## config.mk

```make
export PLATFORM = sky130hd
export DESIGN_NAME = apb_cmd_sequencer
export DESIGN_NICKNAME = d
export VERILOG_FILES = /design/src/rtl/apb_cmd_sequencer.sv
export SDC_FILE = /design/constraint.sdc
export NUM_CORES = 1
export LEC_CHECK = 0
export CAP_MARGIN = 5
export CORE_MARGIN = 2
export CORE_UTILIZATION = 57
export DETAILED_ROUTE_END_ITERATION = 10
export HOLD_SLACK_MARGIN = 0.08
export PLACE_DENSITY = 0.83
export SYNTH_ARGS = -nofsm -noshare
export SYNTH_HDL_FRONTEND = slang
export SYNTH_SLANG_ARGS = --single-unit
```

## constraint.sdc

```tcl
create_clock -name pclk -period 6.04 [get_ports pclk]
set_input_delay 0.604 -clock pclk [delete_from_list [all_inputs] [get_ports pclk]]
set_output_delay 0.604 -clock pclk [all_outputs]
set_load 0.01 [all_outputs]
```

## src/rtl/apb_cmd_sequencer.sv

```systemverilog
// ---------------------------------------------------------------------------
// apb_cmd_sequencer
// Upstream command stage for apb_top. Host read/write requests are queued in
// a small FIFO and replayed one at a time onto apb_top's level-driven command
// inputs. The sequencer waits for apb_top's ready, captures read data and
// returns it on a valid/ready response port. An issue that sees no ready
// within TIMEOUT cycles is aborted.
//
// Ports:
//   pclk, preset               clock, async active-high reset
//   cmd_valid_i/cmd_ready_o    host command handshake
//   cmd_write_i, cmd_wdata_i   command type (1 = write) and write data
//   add_o, wdata_o             to apb_top add_i / external_wdata_i
//                              (2'b00 idle, 2'b01 read, 2'b11 write)
//   ready_i, rdata_i           from apb_top ready_o / rdata_o
//   rsp_valid_o/rsp_ready_i    read response handshake
//   rsp_data_o, rsp_err_o      read data, timeout-abort flag
//   timeout_o                  one-cycle pulse on any aborted command
//   busy_o                     FSM active or commands queued
//   fifo_count_o               FIFO occupancy
//
// state  | meaning
// IDLE   | no command in flight; pops the FIFO head when one is queued
// ISSUE  | command driven on add_o/wdata_o, waiting for ready_i or timeout
// RDWAIT | read accepted; rdata_i settles this cycle
// RESP   | read response presented, waiting for host acceptance
// ---------------------------------------------------------------------------
module apb_cmd_sequencer #(
    parameter int DEPTH   = 4,
    parameter int TIMEOUT = 16
) (
    input  logic                       pclk,
    input  logic                       preset,
    input  logic                       cmd_valid_i,
    input  logic                       cmd_write_i,
    input  logic [31:0]                cmd_wdata_i,
    output logic                       cmd_ready_o,
    output logic [1:0]                 add_o,
    output logic [31:0]                wdata_o,
    input  logic                       ready_i,
    input  logic [31:0]                rdata_i,
    output logic                       rsp_valid_o,
    output logic [31:0]                rsp_data_o,
    output logic                       rsp_err_o,
    input  logic                       rsp_ready_i,
    output logic                       timeout_o,
    output logic                       busy_o,
    output logic [$clog2(DEPTH+1)-1:0] fifo_count_o
);

    localparam int AW = (DEPTH > 1) ? $clog2(DEPTH) : 1;
    localparam int CW = $clog2(DEPTH + 1);
    localparam int TW = (TIMEOUT > 1) ? $clog2(TIMEOUT) : 1;
    // Down-counter start value; the abort fires when it reaches zero, which
    // is the TIMEOUT-th cycle spent in ISSUE.
    localparam logic [TW-1:0] TO_LOAD = (TIMEOUT > 0) ? TW'(TIMEOUT - 1) : '0;

    typedef enum logic [1:0] {
        S_IDLE   = 2'd0,
        S_ISSUE  = 2'd1,
        S_RDWAIT = 2'd2,
        S_RESP   = 2'd3
    } state_t;

    state_t        state;
    logic [32:0]   mem [DEPTH];
    logic [32:0]   head;
    logic [AW-1:0] wr_ptr;
    logic [AW-1:0] rd_ptr;
    logic [CW-1:0] count;
    logic          push;
    logic          pop;
    logic          cur_write;
    logic [TW-1:0] to_cnt;

    // Readiness comes only from the registered count, so a full FIFO never
    // reuses the slot freed by a same-cycle pop.
    assign cmd_ready_o  = (count != CW'(DEPTH));
    assign push         = cmd_valid_i && cmd_ready_o;
    // Pop also uses the registered count: no bypass of an empty FIFO.
    assign pop          = (state == S_IDLE) && (count != '0);
    assign head         = mem[rd_ptr];
    assign fifo_count_o = count;
    assign busy_o       = (state != S_IDLE) || (count != '0);

    always_ff @(posedge pclk) begin
        if (push) begin
            mem[wr_ptr] <= {cmd_write_i, cmd_wdata_i};
        end
    end

    always_ff @(posedge pclk or posedge preset) begin
        if (preset) begin
            wr_ptr <= '0;
            rd_ptr <= '0;
            count  <= '0;
        end else begin
            if (push) wr_ptr <= wr_ptr + 1'b1;
            if (pop)  rd_ptr <= rd_ptr + 1'b1;
            case ({push, pop})
                2'b10:   count <= count + 1'b1;
                2'b01:   count <= count - 1'b1;
                default: count <= count;
            endcase
        end
    end

    always_ff @(posedge pclk or posedge preset) begin
        if (preset) begin
            state       <= S_IDLE;
            add_o       <= 2'b00;
            wdata_o     <= '0;
            rsp_valid_o <= 1'b0;
            rsp_data_o  <= '0;
            rsp_err_o   <= 1'b0;
            timeout_o   <= 1'b0;
            cur_write   <= 1'b0;
            to_cnt      <= '0;
        end else begin
            timeout_o <= 1'b0;
            case (state)
                S_IDLE: begin
                    if (pop) begin
                        cur_write <= head[32];
                        add_o     <= head[32] ? 2'b11 : 2'b01;
                        wdata_o   <= head[31:0];
                        to_cnt    <= TO_LOAD;
                        state     <= S_ISSUE;
                    end
                end
                S_ISSUE: begin
                    if (ready_i) begin
                        add_o <= 2'b00;
                        state <= cur_write ? S_IDLE : S_RDWAIT;
                    end else if ((TIMEOUT != 0) && (to_cnt == '0)) begin
                        add_o     <= 2'b00;
                        timeout_o <= 1'b1;
                        if (cur_write) begin
                            state <= S_IDLE;
                        end else begin
                            rsp_data_o  <= '0;
                            rsp_err_o   <= 1'b1;
                            rsp_valid_o <= 1'b1;
                            state       <= S_RESP;
                        end
                    end else begin
                        to_cnt <= to_cnt - 1'b1;
                    end
                end
                S_RDWAIT: begin
                    rsp_data_o  <= rdata_i;
                    rsp_err_o   <= 1'b0;
                    rsp_valid_o <= 1'b1;
                    state       <= S_RESP;
                end
                S_RESP: begin
                    if (rsp_ready_i) begin
                        rsp_valid_o <= 1'b0;
                        rsp_err_o   <= 1'b0;
                        state       <= S_IDLE;
                    end
                end
                default: state <= S_IDLE;
            endcase
        end
    end

endmodule

```

==> results of run 1 <==
cells in the mapped netlist, types with 2 or more instances:
library cell,count
buf_12,3
nor2b_1,2
o31a_1,2
dfrtp_1,83
a21oi_1,3
or3b_1,2
inv_1,16
nor3_1,3
a221oi_1,3
and3_1,7
o211ai_1,2
clkbuf_1,10
and2_4,2
o21ai_0,4
mux4_1,5
edfxtp_1,132
xnor2_1,4
buf_6,4
mux2_4,3
buf_2,8
a22o_1,11
mux2_2,30
mux2i_1,22
nand3_1,3
nand2_1,25
o22ai_1,21
mux4_2,28
nor2_1,2
xor2_1,2
ha_1,6
registers in the layout (all words and copies together) (netlist names), named ones only:
| register | flops |
|---|---|
| mem | 132 |
| rsp_data_o | 32 |
| wdata_o | 32 |
| to_cnt | 4 |
| fifo_count_o | 3 |
| add_o | 2 |
| rd_ptr | 2 |
| wr_ptr | 2 |
| cur_write | 1 |
| rsp_err_o | 1 |
| rsp_valid_o | 1 |
| state | 1 |
| timeout_o | 1 |
metal layers:
layer / vias up / GRT usage [%] / wire length (um)
li1: 2104 / - / -
met4: 0 / 4.72 / 274
met1: 2392 / 29.3 / 6890
met2: 190 / 35.3 / 7910
met5: - / 0 / 0
met3: 28 / 5.18 / 1330
cells by family (layout without fill, tap and decap cells):
family                     Yosys count  after routing  share of synthesized area, %
AOI/OAI and AO/OA                   51             51                          4.32
xor gates and xnor gates             6              6                         0.619
adders and majority gates            7              7                          1.12
buffers and inverters               43            203                          2.99
DFF                                215            215                          71.1
muxes                               88             88                          16.1
and+or+nand+nor                     55             55                          3.73
power breakdown:
group / switching (mW) / internal, mW
combinational: 0.826 / 1.05
sequential: 0.278 / 2.04
clock: 0.543 / 0.744
through the flow:
step	cell area [um^2]	utilization, %	cells	total power [mW]
4_1_cts	10700	73.6	809	5.53
3_3_place_gp	9990	68.8	769	4.14
6_report	10700	73.6	809	5.48
2_1_floorplan	8490	-	465	3.48
5_1_grt	10700	73.6	809	5.78
3_5_place_dp	9990	68.8	769	4.23
layout make-up:
class / count / area, um^2
Sequential cell: 215 / 6040
Timing Repair Buffer: 146 / 1450
Tap cell: 184 / 230
Inverter: 17 / 65.1
Multi-Input combinational cell: 207 / 2200
Fill cell: 850 / 3840
Clock buffer: 29 / 597
Clock inverter: 11 / 101
worst paths after layout:
kind / start / endpoint / slack [ns]
worst max-delay path: state[0] / busy_o / 3.36
max in group asynchronous: preset / rd_ptr[1] / 4.43
min in group pclk: rsp_data_o[3] / rsp_data_o[3] / 0.50
worst min register to register: rsp_data_o[3] / rsp_data_o[3] / 0.50
worst min-delay path: preset / rsp_data_o[8] / 0.47
worst max register to register: state[0] / fifo_count_o[2] / 3.38
critical path: cells and delay by family, from the launching register on:
kind / cells / cell delay [ns]
buffers and inverters: 2 / 0.77
and+or+nand+nor: 2 / 0.44
DFF: 1 / 0.36
==> key figures, run 1 <==
Run status
  – Status: completed

Worst setup path
  – Worst-path maximum fanout: 31
  – WP data arrival: 2.07 ns
  – CP max stage delay: 0.51 ns
  – WS Path Type: flip-flop to output pin
  – CP Capture Type: output pin
  – CP Data Required Time: 5.44 ns
  – Crit path launch type: flip-flop
  – Crit-path cells: buf_4, nor2_2, nand2_1, clkdlybuf4s50_1
  – Reg2reg path depth: 10
  – Highest-delay cell along the critical path: clkdlybuf4s50_1

Place
  – Pre-CTS setup slack: 3.39 ns
  – PortBufs: 143
  – DP HPWL: 10100 um
  – Routability cong.: 0.865

Finish
  – Most frequent cells in the layout: 143 x clkdlybuf4s50_1, 132 x edfxtp_1, 81 x dfrtp_1
  – Commonest non-fill, non-tap cell in the layout: clkdlybuf4s50_1
  – Ant. Diodes: 0
  – Layout Area Growth over Synthesis: 25.9%
  – Layout cells sized above 1: 17.9%
  – Fin nets: 686

Synthesis
  – Synthesized area per cell: 18.3 um^2
  – Ys async rst share: 38.6%
  – Syn Nets: 542
  – Number of flops mapped to enable cells by yosys: 132
  – Synth warn: 0
  – Yosys reg bits: 215
  – Yosys top cell area share: 46.7%
  – Post-synthesis cell area: 8490 um^2
  – Commonest register cell after synthesis: edfxtp_1
  – Seq/Total Area, Yosys: 71.1%
  – Synth Instances: 465
  – Synth area leaders: edfxtp_1 47%, dfrtp_1 24%, mux4_2 7.4%, mux2_2 4.0%, mux2i_1 2.6%
  – Synth cell types: 47
  – Area leader, netlist: edfxtp_1

Global routing
  – First-pass GRT wire length: 26700 um
  – Total Routing Usage GR: 21.3%
  – Pin count of the biggest net entering global routing: 51
  – Vias in the first global route: 4938
  – Initial antenna violation count: 0
  – Congestion Overflow GR: 0

Routing
  – DRC: 0
  – DRT antenna net count: 0
  – Detailed Route Iter0 Violations: 345
  – WL/cell: 20.3 um
  – Vias: 4714
  – Final wirelength: 16400 um
  – Vias/cell: 5.83
  – Pre-antenna DRT Iters: 4

Clock tree
  – Root buffer cell: clkbuf_16
  – Post-CTS resize count: 0
  – Clock buffer depth: 3
  – Clk sinks: 215
  – H-tree levels: 1
  – CTS tree: done
  – Cts hold-fix bufs: 0
  – Num CTS Buffers: 22
  – Worst skew pair latency: 0.52 ns
  – Postcts setup bufs: 0
  – Worst-path clk slew: 0.06 ns

Timing
  – WHS: 0.472 ns
  – FMAX: 0.373 GHz
  – Fin. Hold Viols: 0
  – Final setup margin: 3.36 ns
  – Rel. slew slack: 30.4%
  – Part of the cycle the worst path needs: 44.3%
  – Least-Margin Pin Slew: 1.03 ns
  – Post-layout min period: 2.68 ns
  – Setup TNS: 0 ns
  – Setup violations, final: 0
  – Final Max Tran Viols: 0
  – Unrepaired setup endpoints after global routing: no
  – Final clock skew: 0.0330 ns

Floorplan
  – Starting Density: 58.4%
  – # rows: 44
  – Die footprint: 15900 um^2
  – IO Count: 144
  – Die Wd: 126 um
  – Core area: 14500 um^2
  – Die Ht: 126 um

Pwr
  – Maximum vdd drop: 314 uV
  – Power Dens Cells: 512 nW/um^2
  – LEAKAGE: 4.08 nW

Job
  – Max cap viols: 0

Hold path
  – Min-delay worst type: primary input to async pin
Power figures use the tool's default switching activity.
==> run 2, diff against run 1 <==
--- a/config.mk
+++ b/config.mk
@@ -7,10 +7,10 @@
 export LEC_CHECK = 0
 export CAP_MARGIN = 5
 export CORE_MARGIN = 2
-export CORE_UTILIZATION = 57
+export CORE_UTILIZATION = 53
 export DETAILED_ROUTE_END_ITERATION = 10
 export HOLD_SLACK_MARGIN = 0.08
-export PLACE_DENSITY = 0.83
+export PLACE_DENSITY = 0.78
 export SYNTH_ARGS = -nofsm -noshare
 export SYNTH_HDL_FRONTEND = slang
 export SYNTH_SLANG_ARGS = --single-unit
==> constraint.sdc (replaced) <==
create_clock -name pclk -period 2.5 [get_ports pclk]
set_input_delay 0.25 -clock pclk [delete_from_list [all_inputs] [get_ports pclk]]
set_output_delay 0.25 -clock pclk [all_outputs]
set_load 0.01 [all_outputs]
==> key figures, run 2 (synthesis gave the netlist of run 1 again) <==
Worst setup path
  – Crit path launch type: flip-flop (unchanged)
  – WS Path Type: flip-flop to flip-flop (was flip-flop to output pin)
  – CP Capture Type: flip-flop (was output pin)
  – Worst-path maximum fanout: 6 (was 31)
  – Reg2reg path depth: 9 (was 10)
  – CP Data Required Time: 2.93 ns (was 5.44 ns)
  – WP data arrival: 2.70 ns (was 2.07 ns)

Timing
  – Final setup margin: 0.225 ns (was 3.36 ns)
  – WHS: 0.132 ns (was 0.472 ns)
  – Post-layout min period: 2.28 ns
  – Fin. Hold Viols: 0 (unchanged)
  – Final Max Tran Viols: 0 (unchanged)
  – Setup violations, final: 0 (unchanged)
  – Unrepaired setup endpoints after global routing: no (unchanged)
  – Part of the cycle the worst path needs: 91.0%
  – Setup TNS: 0 ns (unchanged)
  – FMAX: 0.440 GHz
  – Least-Margin Pin Slew: 0.801 ns (was 1.03 ns)
  – Rel. slew slack: 46.5% (was 30.4%)
  – Final clock skew: 0.0153 ns (was 0.0330 ns)

Routing
  – WL/cell: 19.4 um (was 20.3 um)
  – Vias/cell: 5.53 (was 5.83)
  – DRC: 0 (unchanged)
  – Vias: 4725 (was 4714)
  – Final wirelength: 16600 um (was 16400 um)
  – DRT antenna net count: 0 (unchanged)
  – Pre-antenna DRT Iters: 6 (was 4)
  – Detailed Route Iter0 Violations: 284 (was 345)

Pwr
  – LEAKAGE: 4.18 nW (was 4.08 nW)
  – Combinational share of power: 34.4% (was 34.2%)
  – Sequential power share: 41.3% (was 42.3%)
  – Final Power: 13.6 mW (was 5.48 mW)
  – Clock network power share: 24.3% (was 23.5%)
  – Int Power: 9.55 mW (was 3.83 mW)
  – Sw Ratio: 29.6% (was 30.1%)
  – Maximum vdd drop: 758 uV (was 314 uV)
  – Power Dens Cells: 1240 nW/um^2 (was 512 nW/um^2)
  – Net Switching: 4.02 mW (was 1.65 mW)

Floorplan
  – Core area: 15800 um^2 (was 14500 um^2)
  – Die footprint: 17000 um^2 (was 15900 um^2)
  – # rows: 46 (was 44)
  – IO Count: 144 (unchanged)
  – Die Ht: 131 um (was 126 um)
  – Starting Density: 53.8% (was 58.4%)
  – Die Wd: 131 um (was 126 um)

Finish
  – Most frequent cells in the layout: 143 x clkdlybuf4s50_1, 132 x edfxtp_1, 81 x dfrtp_1 (unchanged)
  – Fin nets: 700 (was 686)
  – Most flops, register: mem (unchanged)
  – Layout Area Growth over Synthesis: 28.8% (was 25.9%)
  – Layout cells sized above 1: 20.2% (was 17.9%)
  – Ant. Diodes: 0 (unchanged)
  – Largest register FFs: 132 (unchanged)
  – Fin util: 69.3% (was 73.6%)
  – Commonest non-fill, non-tap cell in the layout: clkdlybuf4s50_1 (unchanged)
  – Biggest regs: mem x132, rsp_data_o x32, wdata_o x32 (unchanged)

Hold path
  – Min-delay worst type: primary input to async pin (unchanged)

Global routing
  – Initial antenna violation count: 0 (unchanged)
  – Total Routing Usage GR: 19.8% (was 21.3%)
  – First-pass GRT wire length: 26000 um (was 26700 um)
  – Vias in the first global route: 4950 (was 4938)
  – Congestion Overflow GR: 0 (unchanged)
  – Pin count of the biggest net entering global routing: 44 (was 51)

Clock tree
  – Cts hold-fix bufs: 0 (unchanged)
  – Worst skew pair latency: 0.51 ns (was 0.52 ns)
  – H-tree levels: 1 (unchanged)
  – Clock buffer depth: 3 (unchanged)
  – Post-CTS resize count: 0 (unchanged)
  – CTS tree: done (unchanged)
  – Clk sinks: 215 (unchanged)
  – Num CTS Buffers: 22 (unchanged)
  – Root buffer cell: clkbuf_16 (unchanged)
  – Postcts setup bufs: 0 (unchanged)
  – Worst-path clk slew: 0.06 ns (about the same)

Place
  – PortBufs: 143 (unchanged)
  – DP HPWL: 10200 um (was 10100 um)
  – Pre-CTS setup slack: 0.239 ns (was 3.39 ns)
  – Routability cong.: 0.768 (was 0.865)

Job
  – Max cap viols: 0 (unchanged)

Run status
  – Status: completed (unchanged)
run 2: changes by cell type in the layout (fill, tap and decap cells not counted), moves of 2 or more:
| cell | previous run | this run |
|---|---|---|
| clkbuf_8 | 2 | 4 |
| clkinv_2 | 7 | 2 |
| clkinv_1 | 3 | 1 |
| buf_4 | 3 | 14 |
| buf_12 | 0 | 3 |
| clkinvlp_4 | 0 | 2 |
run 2: power by group through the flow:
stage | logic [mW] | clock network, mW | registers [mW]
final | 4.67 | 3.30 | 5.60
after global routing | 5.06 | 3.52 | 5.73
after CTS | 4.75 | 3.38 | 5.62
after detailed placement | 4.72 | 0 | 5.67
after global placement | 4.59 | 0 | 5.60
after floorplan | 2.75 | 0 | 5.65
run 2: path summary, 6_finish.rpt:
kind / start / end / slack (ns)
hold reg to reg: rsp_data_o[5] / rsp_data_o[5] / 0.50
setup reg to reg: fifo_count_o[0] / fifo_count_o[2] / 0.22
hold / removal: preset / wdata_o[30] / 0.13
max in group asynchronous: preset / wdata_o[27] / 1.71
min in group pclk: cmd_wdata_i[10] / mem[1][10] / 0.36
setup / recovery: fifo_count_o[0] / fifo_count_o[2] / 0.22
run 2: cell type report:
class                   instances  area, um^2
inverters                      17        66.3
clock buffers                  30         621
multi-input cells             207        2200
repair buffers                160        1600
clock inverters                10         136
fillers                      1043        4840
well taps                     216         270
flip-flops and latches        215        6040
run 2: metrics by stage:
step / cell area [um^2] / instances
after global placement: 10200 / 815
after floorplan: 8490 / 465
after detailed placement: 10200 / 815
after global routing: 10900 / 855
after CTS: 10900 / 855
final: 10900 / 855
run 2: metal layers:
metal / vias to the layer above / part of all wire [%] / track usage, %
li1: 2117 / - / -
met1: 2417 / 42 / 26.5
met2: 179 / 50 / 34.2
met3: 12 / 7.6 / 4.60
met4: 0 / 0.79 / 3.44
met5: - / 0 / 0
run 2: critical path: stages, from the launching register on:
cell and delay [ns]:
dfrtp_1 0.44, or3b_1 0.48, and2_4 0.21, inv_1 0.05, ha_1 0.17, inv_1 0.06
fa_1 0.37, xor2_1 0.15, nor2_1 0.12, xor2_1 0.15
==> run 3, diff against run 2 <==
--- a/config.mk
+++ b/config.mk
@@ -6,11 +6,12 @@
 export NUM_CORES = 1
 export LEC_CHECK = 0
 export CAP_MARGIN = 5
-export CORE_MARGIN = 2
-export CORE_UTILIZATION = 53
+export CORE_MARGIN = 1
+export CORE_UTILIZATION = 30
 export DETAILED_ROUTE_END_ITERATION = 10
 export HOLD_SLACK_MARGIN = 0.08
-export PLACE_DENSITY = 0.78
+export PLACE_DENSITY = 0.48
+export REMOVE_ABC_BUFFERS = 1
 export SYNTH_ARGS = -nofsm -noshare
 export SYNTH_HDL_FRONTEND = slang
 export SYNTH_SLANG_ARGS = --single-unit
==> key figures, run 3 (synthesis gave the netlist of run 1 again) <==
Finish
  – Commonest non-fill, non-tap cell in the layout: clkdlybuf4s50_1 (unchanged)
  – Ant. Diodes: 0 (unchanged)
  – Fin util: 40.5% (was 69.3%)
  – Largest register FFs: 132 (unchanged)
  – Most frequent cells in the layout: 143 x clkdlybuf4s50_1, 132 x edfxtp_1, 81 x dfrtp_1 (unchanged)
  – Fin nets: 702 (was 700)
  – Layout Area Growth over Synthesis: 32.5% (was 28.8%)
  – Biggest regs: mem x132, rsp_data_o x32, wdata_o x32 (unchanged)
  – Most flops, register: mem (unchanged)
  – Layout cells sized above 1: 20.5% (was 20.2%)

Timing
  – Least-Margin Pin Slew: 0.825 ns (was 0.801 ns)
  – Final setup margin: 0.163 ns (was 0.225 ns)
  – Fin. Hold Viols: 0 (unchanged)
  – FMAX: 0.428 GHz (was 0.440 GHz)
  – Post-layout min period: 2.34 ns (was 2.28 ns)
  – Final clock skew: 0.0134 ns (was 0.0153 ns)
  – Final Max Tran Viols: 0 (unchanged)
  – Rel. slew slack: 44.9% (was 46.5%)
  – Setup violations, final: 0 (unchanged)
  – Part of the cycle the worst path needs: 93.5% (was 91.0%)
  – Unrepaired setup endpoints after global routing: no (unchanged)

Clock tree
  – Root buffer cell: clkbuf_16 (unchanged)
  – Clk sinks: 215 (unchanged)
  – Clock buffer depth: 3 (unchanged)
  – Num CTS Buffers: 24 (was 22)
  – H-tree levels: 1 (unchanged)
  – Post-CTS resize count: 0 (unchanged)
  – Worst skew pair latency: 0.53 ns (was 0.51 ns)
  – Worst-path clk slew: 0.06 ns (about the same)
  – Postcts setup bufs: 0 (unchanged)
  – Cts hold-fix bufs: 0 (unchanged)
  – CTS tree: done (unchanged)

Worst setup path
  – CP max stage delay: 0.53 ns (was 0.48 ns)
  – CP Capture Type: output pin (was flip-flop)
  – Buf/Inv on CP: 2 (unchanged)
  – Critical R2R Launch: fifo_count_o[1] (was fifo_count_o[0])
  – CP Data Required Time: 2.25 ns (was 2.93 ns)
  – Highest-delay cell along the critical path: clkdlybuf4s50_1 (was or3b_1)
  – WP data arrival: 2.09 ns (was 2.70 ns)
  – Crit-path cells: buf_4, nor3_1, nand2_1, clkdlybuf4s50_1 (was or3b_1, and2_4, inv_1, ha_1, inv_1, fa_1, xor2_1, nor2_1, xor2_1)
  – Crit path max-delay family: buffers and inverters (was simple AND/OR/NAND/NOR gates)
  – WS Path Type: flip-flop to output pin (was flip-flop to flip-flop)
  – Worst-path maximum fanout: 5 (was 6)
  – Crit path launch type: flip-flop (unchanged)
  – Worst Setup SP: fifo_count_o[0] (unchanged)

Routing
  – Detailed Route Iter0 Violations: 237 (was 284)
  – Vias/cell: 4.59 (was 5.53)
  – Final wirelength: 18000 um (was 16600 um)
  – Pre-antenna DRT Iters: 4 (was 6)
  – WL/cell: 17.7 um (was 19.4 um)
  – DRT antenna net count: 0 (unchanged)
  – DRC: 0 (unchanged)
  – Vias: 4685 (was 4725)

Place
  – PortBufs: 143 (unchanged)
  – Pre-CTS setup slack: 0.262 ns (was 0.239 ns)
  – Routability cong.: 0.729 (was 0.768)
  – DP HPWL: 11300 um (was 10200 um)

Floorplan
  – IO Count: 144 (unchanged)
  – Die Ht: 170 um (was 131 um)
  – # rows: 61 (was 46)
  – Starting Density: 30.6% (was 53.8%)
  – Die footprint: 29000 um^2 (was 17000 um^2)
  – Die Wd: 170 um (was 131 um)
  – Core area: 27800 um^2 (was 15800 um^2)

Global routing
  – Vias in the first global route: 4981 (was 4950)
  – Congestion Overflow GR: 0 (unchanged)
  – First-pass GRT wire length: 28500 um (was 26000 um)
  – Pin count of the biggest net entering global routing: 44 (unchanged)
  – Initial antenna violation count: 0 (unchanged)
  – Total Routing Usage GR: 12.8% (was 19.8%)

Run status
  – Status: completed (unchanged)

Job
  – Max cap viols: 0 (unchanged)

Pwr
  – Maximum vdd drop: 497 uV (was 758 uV)
  – Power Dens Cells: 1240 nW/um^2 (about the same)
  – LEAKAGE: 4.22 nW (was 4.18 nW)

Hold path
  – Min-delay worst type: primary input to async pin (unchanged)
-- run 3: changes by cell type in the layout (fill, tap and decap cells not counted) --
| cell | previous run | this run |
|---|---|---|
| clkinv_1 | 1 | 0 |
| bufinv_16 | 2 | 4 |
| buf_4 | 14 | 11 |
| clkbuf_1 | 4 | 6 |
| buf_12 | 3 | 6 |
| inv_6 | 1 | 0 |
| clkinvlp_4 | 2 | 3 |
| clkbuf_8 | 4 | 0 |
| clkinv_2 | 2 | 5 |
| clkbuf_16 | 22 | 24 |
-- run 3: area by class of cell --
cell class | instances | area (um^2)
clock buffers | 30 | 623
clock inverters | 14 | 206
fillers | 2555 | 16500
inverters | 17 | 66.3
multi-input cells | 207 | 2200
flip-flops and latches | 215 | 6040
well taps | 378 | 473
repair buffers | 160 | 1630
-- run 3: final timing paths --
kind	slack [ns]	cells after the start	to
max in group asynchronous	1.71	3	rsp_valid_o
min in group pclk	0.35	2	rsp_data_o[2]
max reg2reg	0.27	9	fifo_count_o[2]
min	0.15	2	wdata_o[13]
min reg2reg	0.49	1	rsp_data_o[2]
max	0.16	4	busy_o
-- run 3: layer usage --
layer / vias up / wire length [um] / part of all wire [%] / GRT usage [%]
li1: 2119 / - / - / -
met1: 2391 / 8350 / 46 / 17.4
met2: 148 / 8260 / 46 / 20.8
met3: 27 / 1020 / 5.7 / 2.63
met4: 0 / 408 / 2.3 / 3.64
met5: - / 0 / 0 / 0
-- run 3: power by group --
group          switching (mW)  internal [mW]  total, mW
Sequential              0.560           4.91       5.47
Clock                    1.42           2.21       3.63
Combinational            2.17           2.69       4.86
Total                    4.15           9.81       14.0
-- run 3: worst reg2reg max path, delay by kind of cell (launching register included) --
kind	cells	cell delay (ns)
xor gates and xnor gates	2	0.31
adders and majority gates	2	0.54
buffers and inverters	2	0.11
DFF	1	0.41
and+or+nand+nor	3	0.77
-- run 3: through the flow --
stage          instance area (um^2)  setup TNS [ns]  hold slack (ns)  total power, mW  instances
3_3_place_gp                  10400               0            0.488             10.4        977
2_1_floorplan                  8300          -0.173            0.349             8.17        439
6_report                      11200               0            0.151             14.0       1021
3_5_place_dp                  10400               0            0.486             10.5        977
5_1_grt                       11200               0            0.185             14.8       1021
4_1_cts                       11200               0            0.156             14.2       1021
